==> src/rtl/config_reg_bank.sv <==
// ============================================================================
// config_reg_bank
// ----------------------------------------------------------------------------
// Double-buffered configuration register bank. Writes land in a shadow copy.
// A commit pulse copies every shadow register into the active copy, and only
// the active copy drives cfg_out and read data. A sticky lock blocks all
// further writes until reset. A rejected write gets a one-cycle wr_err pulse.
//
// Optional feature macro: CFG_PARITY_EN
//   defined   : each active register carries an even-parity bit. It is
//               computed at commit/reset. par_inject together with commit
//               stores inverted parity. Any mismatch sets a sticky par_err.
//   undefined : no parity storage, par_err is tied low, par_inject is ignored.
//
// Ports
//   clk        in   single clock, rising edge
//   reset      in   asynchronous active-low reset
//   wr_valid   in   write request
//   wr_ready   out  write accept (low in reset and the first cycle after it)
//   address    in   write address
//   data_in    in   write data
//   commit     in   copy all shadow registers to active
//   lock       in   set sticky lock
//   rd_en      in   read request
//   rd_addr    in   read address
//   data_out   out  read data, valid with rd_valid
//   rd_valid   out  read data valid, one cycle after rd_en
//   wr_err     out  one-cycle pulse after a rejected write
//   locked     out  sticky lock status
//   cfg_out    out  active register image, reg0 in the LSBs
//   par_inject in   parity fault injection
//   par_err    out  sticky parity error
// ============================================================================
module config_reg_bank #(
  parameter int DATA_W   = 16,
  parameter int NUM_REGS = 8,
  parameter int ADDR_W   = 4,
  parameter logic [NUM_REGS*DATA_W-1:0] RESET_VALS =
    {16'h0001, 16'h0000, 16'h0000, 16'hABCD,
     16'h0000, 16'h0000, 16'h0000, 16'hFFFF}
) (
  input  logic                       clk,
  input  logic                       reset,
  input  logic                       wr_valid,
  output logic                       wr_ready,
  input  logic [ADDR_W-1:0]          address,
  input  logic [DATA_W-1:0]          data_in,
  input  logic                       commit,
  input  logic                       lock,
  input  logic                       rd_en,
  input  logic [ADDR_W-1:0]          rd_addr,
  output logic [DATA_W-1:0]          data_out,
  output logic                       rd_valid,
  output logic                       wr_err,
  output logic                       locked,
  output logic [NUM_REGS*DATA_W-1:0] cfg_out,
  input  logic                       par_inject,
  output logic                       par_err
);

  // Register count widened by one bit so the range check cannot overflow.
  localparam logic [ADDR_W:0] LP_NUM_REGS = (ADDR_W+1)'(NUM_REGS);

  logic [NUM_REGS-1:0][DATA_W-1:0] r_shadow;
  logic [NUM_REGS-1:0][DATA_W-1:0] r_active;
  logic                            r_wr_ready;
  logic                            r_wr_err;
  logic                            r_locked;
  logic                            r_rd_valid;
  logic [DATA_W-1:0]               r_data_out;

  logic                            w_wr_acc;
  logic                            w_wr_in_range;
  logic                            w_wr_ok;
  logic                            w_wr_rej;
  logic [NUM_REGS-1:0]             w_wr_sel;
  logic [DATA_W-1:0]               w_rd_data;

  // Write acceptance and rejection classification.
  always_comb begin
    w_wr_acc      = wr_valid & r_wr_ready;
    w_wr_in_range = ({1'b0, address} < LP_NUM_REGS);
    // The lock is sampled before the edge, so a write on the lock edge still lands.
    w_wr_ok       = w_wr_acc & w_wr_in_range & ~r_locked;
    w_wr_rej      = w_wr_acc & (~w_wr_in_range | r_locked);
  end

  // Write one-hot decode and read mux. An out-of-range read address matches
  // no register, so it yields all zeros.
  always_comb begin
    w_wr_sel  = {NUM_REGS{1'b0}};
    w_rd_data = {DATA_W{1'b0}};
    for (int i = 0; i < NUM_REGS; i++) begin
      w_wr_sel[i] = w_wr_ok & (address == ADDR_W'(i));
      w_rd_data   = w_rd_data |
                    ((rd_addr == ADDR_W'(i)) ? r_active[i] : {DATA_W{1'b0}});
    end
  end

  // Shadow registers: written by accepted, in-range, unlocked writes.
  always_ff @(posedge clk or negedge reset) begin
    if (!reset) begin
      r_shadow <= RESET_VALS;
    end else begin
      for (int i = 0; i < NUM_REGS; i++) begin
        if (w_wr_sel[i]) begin
          r_shadow[i] <= data_in;
        end
      end
    end
  end

  // Active registers: commit copies the shadow values as they were before this edge.
  always_ff @(posedge clk or negedge reset) begin
    if (!reset) begin
      r_active <= RESET_VALS;
    end else if (commit) begin
      r_active <= r_shadow;
    end
  end

  // Write handshake, error pulse and sticky lock.
  always_ff @(posedge clk or negedge reset) begin
    if (!reset) begin
      r_wr_ready <= 1'b0;
      r_wr_err   <= 1'b0;
      r_locked   <= 1'b0;
    end else begin
      r_wr_ready <= 1'b1;
      r_wr_err   <= w_wr_rej;
      r_locked   <= r_locked | lock;
    end
  end

  // Read pipeline: one cycle of latency. data_out holds its value between reads.
  always_ff @(posedge clk or negedge reset) begin
    if (!reset) begin
      r_rd_valid <= 1'b0;
      r_data_out <= {DATA_W{1'b0}};
    end else begin
      r_rd_valid <= rd_en;
      if (rd_en) begin
        r_data_out <= w_rd_data;
      end
    end
  end

  assign wr_ready = r_wr_ready;
  assign wr_err   = r_wr_err;
  assign locked   = r_locked;
  assign rd_valid = r_rd_valid;
  assign data_out = r_data_out;
  assign cfg_out  = r_active;

`ifdef CFG_PARITY_EN
  logic [NUM_REGS-1:0] r_par;
  logic                r_par_err;
  logic                w_par_mismatch;

  // Even parity bit: makes the total count of ones, parity bit included, even.
  function automatic logic f_even_par(input logic [DATA_W-1:0] d);
    f_even_par = ^d;
  endfunction

  // Parity storage for the active copy. Injection inverts every stored bit.
  always_ff @(posedge clk or negedge reset) begin
    if (!reset) begin
      for (int i = 0; i < NUM_REGS; i++) begin
        r_par[i] <= f_even_par(RESET_VALS[i*DATA_W +: DATA_W]);
      end
    end else if (commit) begin
      for (int i = 0; i < NUM_REGS; i++) begin
        r_par[i] <= f_even_par(r_shadow[i]) ^ par_inject;
      end
    end
  end

  // Continuous check of the stored active values against their parity bits.
  always_comb begin
    w_par_mismatch = 1'b0;
    for (int i = 0; i < NUM_REGS; i++) begin
      w_par_mismatch = w_par_mismatch | (f_even_par(r_active[i]) ^ r_par[i]);
    end
  end

  // Sticky error flag. An injected commit is flagged at the commit edge
  // itself, so the error shows in the very next cycle.
  always_ff @(posedge clk or negedge reset) begin
    if (!reset) begin
      r_par_err <= 1'b0;
    end else begin
      r_par_err <= r_par_err | w_par_mismatch | (commit & par_inject);
    end
  end

  assign par_err = r_par_err;
`else
  logic w_unused_par_inject;
  assign w_unused_par_inject = par_inject;
  assign par_err = 1'b0;
`endif

endmodule

==> config.mk <==
export PLATFORM = sky130hd
export DESIGN_NAME = config_reg_bank
export DESIGN_NICKNAME = d
export VERILOG_FILES = /design/src/rtl/config_reg_bank.sv
export SDC_FILE = /design/constraint.sdc
export NUM_CORES = 1
export LEC_CHECK = 0
export CAP_MARGIN = 0
export CORE_MARGIN = 2
export CORE_UTILIZATION = 45
export CTS_CLUSTER_SIZE = 40
export DETAILED_ROUTE_END_ITERATION = 16
export PLACE_DENSITY = 0.72
export REMOVE_ABC_BUFFERS = 1
export SYNTH_ARGS = -nofsm -noshare
export SYNTH_HDL_FRONTEND = slang
export SYNTH_SLANG_ARGS = --single-unit
==> constraint.sdc <==
create_clock -name clk -period 1.85 [get_ports clk]
set_clock_uncertainty 0.1 [all_clocks]
set_input_delay 0.555 -clock clk [delete_from_list [all_inputs] [get_ports clk]]
set_output_delay 0.555 -clock clk [all_outputs]
set_load 0.05 [all_outputs]
==> qor.tcl <==
set qor(outcome) {finished with violations}
set qor(violations) {setup timing}
set qor(synth_cell_type_count) 37
set qor(final_period_minus_worst_setup_slack_ns) 1.933
set qor(core_area_um2) 25250
set qor(detail_route.wirelength_um) 30040
set qor(ys.flop_type) {sky130_fd_sc_hd__dfrtp_1}
set qor(grt_first_pass_wirelength_um) 46460
set qor(setup_viol) 27
set qor(floorplan.rows) 58
set qor(fillCellCount) 1665
set qor(synth_edf_count) 0
set qor(reg2reg_from) {locked}
set qor(p_per_area_nw_per_um2) 775.9
set qor(irDropWorstVdd_mv) 0.6407
set qor(timing.hold.worst.class) {in2reg}
set qor(reg2reg_depth) 4
set qor(flow.area_growth_from_synthesis_pct) 47.47
set qor(port-buffer-count) 177
set qor(groute.layer.met3.usage_pct) 4.018
set qor(net-switching-power_mw) 2.980
set qor(synth_async_sr_flop_share_pct) 100.0
set qor(min_period_over_period_pct) 104.5
set qor(critical_path.max_fanout) 3
set qor(clock_tree_from_tritoncts) {yes}
set qor(clockBufferDepth) 3
set qor(pwr-share-clk_pct) 46.3
set qor(cts-root-buf) {sky130_fd_sc_hd__clkbuf_16}
set qor(leading_post_synthesis_cells_by_cell_area) {sky130_fd_sc_hd__dfrtp_1, sky130_fd_sc_hd__mux2_2, sky130_fd_sc_hd__dfstp_2}
set qor(critical_path.top_delay_family) {flip-flops}
set qor(p_int_mw) 10.32
set qor(place.detailed.hpwl_um) 20150
set qor(setup_slack_ns) -0.08327
set qor(n_antenna_cell) 0
set qor(clkLatencyLatePin_ns) 0.54
set qor(synth-seq-area-share_pct) 59.98
set qor(detailedRoute.firstIterationViolations) 480
set qor(die_area_um2) 27140
set qor(post_synth.cell_area_avg_um2) 15.69
set qor(rrSetupSlack_ns) 0.07
set qor(combinational_cell_fraction_of_total_power_pct) 7.4
set qor(largest_net_degree_at_the_start_of_global_routing) 58
set qor(switching_share_pct) 22.40
set qor(remaining_number_of_nets_flagged_by_the_antenna_check_after_routing) 0
set qor(worstReg2RegEnd) {r_shadow[0]}
set qor(initial_core_util_pct) 46.04
set qor(fp.dieH_um) 164.7
set qor(syn-cell-area_um2) 11630
set qor(synth_top_cell_area_share_pct) 47.78
set qor(htreeDepth) 1
set qor(drive_above_1_share_pct) 62.83
set qor(timing.final.hold_violations) 0
set qor(setup_repair_after_global_routing_missed_its_margin) {true}
set qor(cts_buffers) 28
set qor(synth_seq_cells) 276
set qor(final-max-slew-violation-count) 0
set qor(cells_along_the_critical_path) {buf_12}
set qor(grt.overflow.total) 0
set qor(num_io_pins) 180
set qor(drv.max_cap_violation_count) 0
set qor(first_global_vias) 7782
set qor(final_cells) 1347
set qor(post_drt_wl_per_cell_um) 22.30
set qor(cpMaxStageDelayCell) {sky130_fd_sc_hd__dfstp_2}
set qor(startpoint_type_of_the_worst_setup_path) {register}
set qor(dp_cells) 1268
set qor(die_width_um) 164.7
set qor(clk_pin_slew_ns) 0.06
set qor(worstSetupEndpointType) {output pin}
set qor(arrival_ns) 1.28
set qor(clock_sink_count) 276
set qor(drtPass1Iterations) 4
set qor(met2_usage_pct) 36.25
set qor(nNetsFinal) 1026
set qor(portion_of_total_power_attributed_to_sequential_cells_pct) 46.3
set qor(hold_path_depth) 2
set qor(dr_total_vias) 7354
set qor(critical_path_class) {reg2out}
set qor(grt_antenna_before_repair) 0
set qor(yosysWarnings) 0
set qor(synthesis.instances) 741
set qor(detail_route.vias_per_cell) 5.460
set qor(max_clock_freq_mhz) 517.3
set qor(worstSetupStartpoint) {cfg_out[3]}
set qor(drc_errors) 0
set qor(synth_largest_area_cell) {sky130_fd_sc_hd__dfrtp_1}
set qor(critical_path.n_buffers_inverters) 1
set qor(min_to) {rd_valid}
set qor(grt-busiest-layer) {met2}
set qor(leakage_nw) 8.130
set qor(grtUsageMet1_pct) 32.30
set qor(crit_required_ns) 1.19
set qor(hp-start) {rd_en}
set qor(grt_util_all_layers_pct) 22.58
set qor(hold_slack_ns) 0.2895
set qor(cp_slowest_stage_delay_ns) 0.59
set qor(gp_congestion) 0.7928
## cell families after synthesis
group / synth area share (%)
AO/OA/AOI/OAI: 3.002
buffers and inverters: 2.260
flip-flops: 59.98
multiplexers: 29.29
other: 0.06459
AND/OR/NAND/NOR: 5.402
## how the worst max path moves through the flow
stage	to	slack, ns	cells past startpoint
global placement	r_shadow[33]	-0.59	5
floorplan	r_shadow[32]	-0.80	3
detailed placement	r_shadow[0]	-0.62	5
finish	cfg_out[3]	-0.08	1
CTS	cfg_out[5]	-0.09	1
global route	cfg_out[5]	-0.11	1
## cells in the final DEF (no fill, tap or decap), types with 18 or more instances in the layout
| cell type | count |
|---|---|
| sky130_fd_sc_hd__clkdlybuf4s50_1 | 22 |
| sky130_fd_sc_hd__dfrtp_1 | 216 |
| sky130_fd_sc_hd__dfstp_2 | 54 |
| sky130_fd_sc_hd__nand2_1 | 18 |
| sky130_fd_sc_hd__mux2_2 | 240 |
| sky130_fd_sc_hd__mux2_4 | 22 |
| sky130_fd_sc_hd__clkbuf_16 | 30 |
| sky130_fd_sc_hd__buf_4 | 63 |
| sky130_fd_sc_hd__buf_12 | 176 |
## stage by stage
stage / TNS [ns] / power [mW] / cell area, um^2 / setup slack [ns] / util (%)
after floorplan: -52.07 / 6.534 / 11360 / -0.7954 / -
after global placement: -75.48 / 7.242 / 15870 / -0.5927 / 62.86
after detailed placement: -78.31 / 7.249 / 15870 / -0.6224 / 62.86
after CTS: -1.643 / 13.39 / 17070 / -0.08708 / 67.58
after global routing: -1.907 / 13.69 / 17150 / -0.1093 / 67.90
final: -1.169 / 13.30 / 17150 / -0.08327 / 67.90
## state kept, by name (all words and copies together) (netlist names)
| signal | cells |
|---|---|
| cfg_out | 128 |
| wr_ready | 1 |
| rd_valid | 1 |
| wr_err | 1 |
| data_out | 16 |
| r_shadow | 128 |
| locked | 1 |
## final cells by class
class | count | area [um^2] | share of cell area [%]
well taps | 330 | 412.9 | 2.408
flip-flops and latches | 276 | 6982 | 40.72
clock inverters | 11 | 187.7 | 1.095
repair buffers | 271 | 4325 | 25.23
multi-input cells | 418 | 4408 | 25.71
clock buffers | 41 | 830.8 | 4.845
## per-layer routing
layer	wire (um)	vias to the layer above
li1	-	3213
met1	13130	3863
met2	14430	225
met3	1841	53
met4	644	0
met5	0	-
## power by group through the flow
stage | clock network (mW) | logic [mW] | registers (mW)
after detailed placement | 0 | 0.986 | 6.26
after global routing | 6.48 | 1.05 | 6.16
after CTS | 6.24 | 0.995 | 6.16
final | 6.16 | 0.986 | 6.16
after floorplan | 0 | 0.152 | 6.38
after global placement | 0 | 0.979 | 6.26
## synth_stat cells, types with 8 or more instances
cell type                  number
sky130_fd_sc_hd__a22oi_1        9
sky130_fd_sc_hd__a41oi_1       16
sky130_fd_sc_hd__and3b_1       14
sky130_fd_sc_hd__buf_2         15
sky130_fd_sc_hd__clkbuf_1      23
sky130_fd_sc_hd__dfrtp_1      222
sky130_fd_sc_hd__dfstp_2       54
sky130_fd_sc_hd__mux2_2       242
sky130_fd_sc_hd__mux2_4        20
sky130_fd_sc_hd__mux2i_1       14
sky130_fd_sc_hd__mux4_2         8
sky130_fd_sc_hd__nand2_1       18
sky130_fd_sc_hd__nor2_1        16
sky130_fd_sc_hd__o21ai_0       14
## repair_timing
action | in CTS | in global routing
buffers inserted | 21 | 6
pin swaps | 0 | 1
hold buffers | 1 | 0
gates resized for setup | 8 | 8
hold endpoints to repair | 19 | 0
setup endpoints to repair | 132 | 119
cloned | 0 | 1
(Power assumes the default switching activity.)
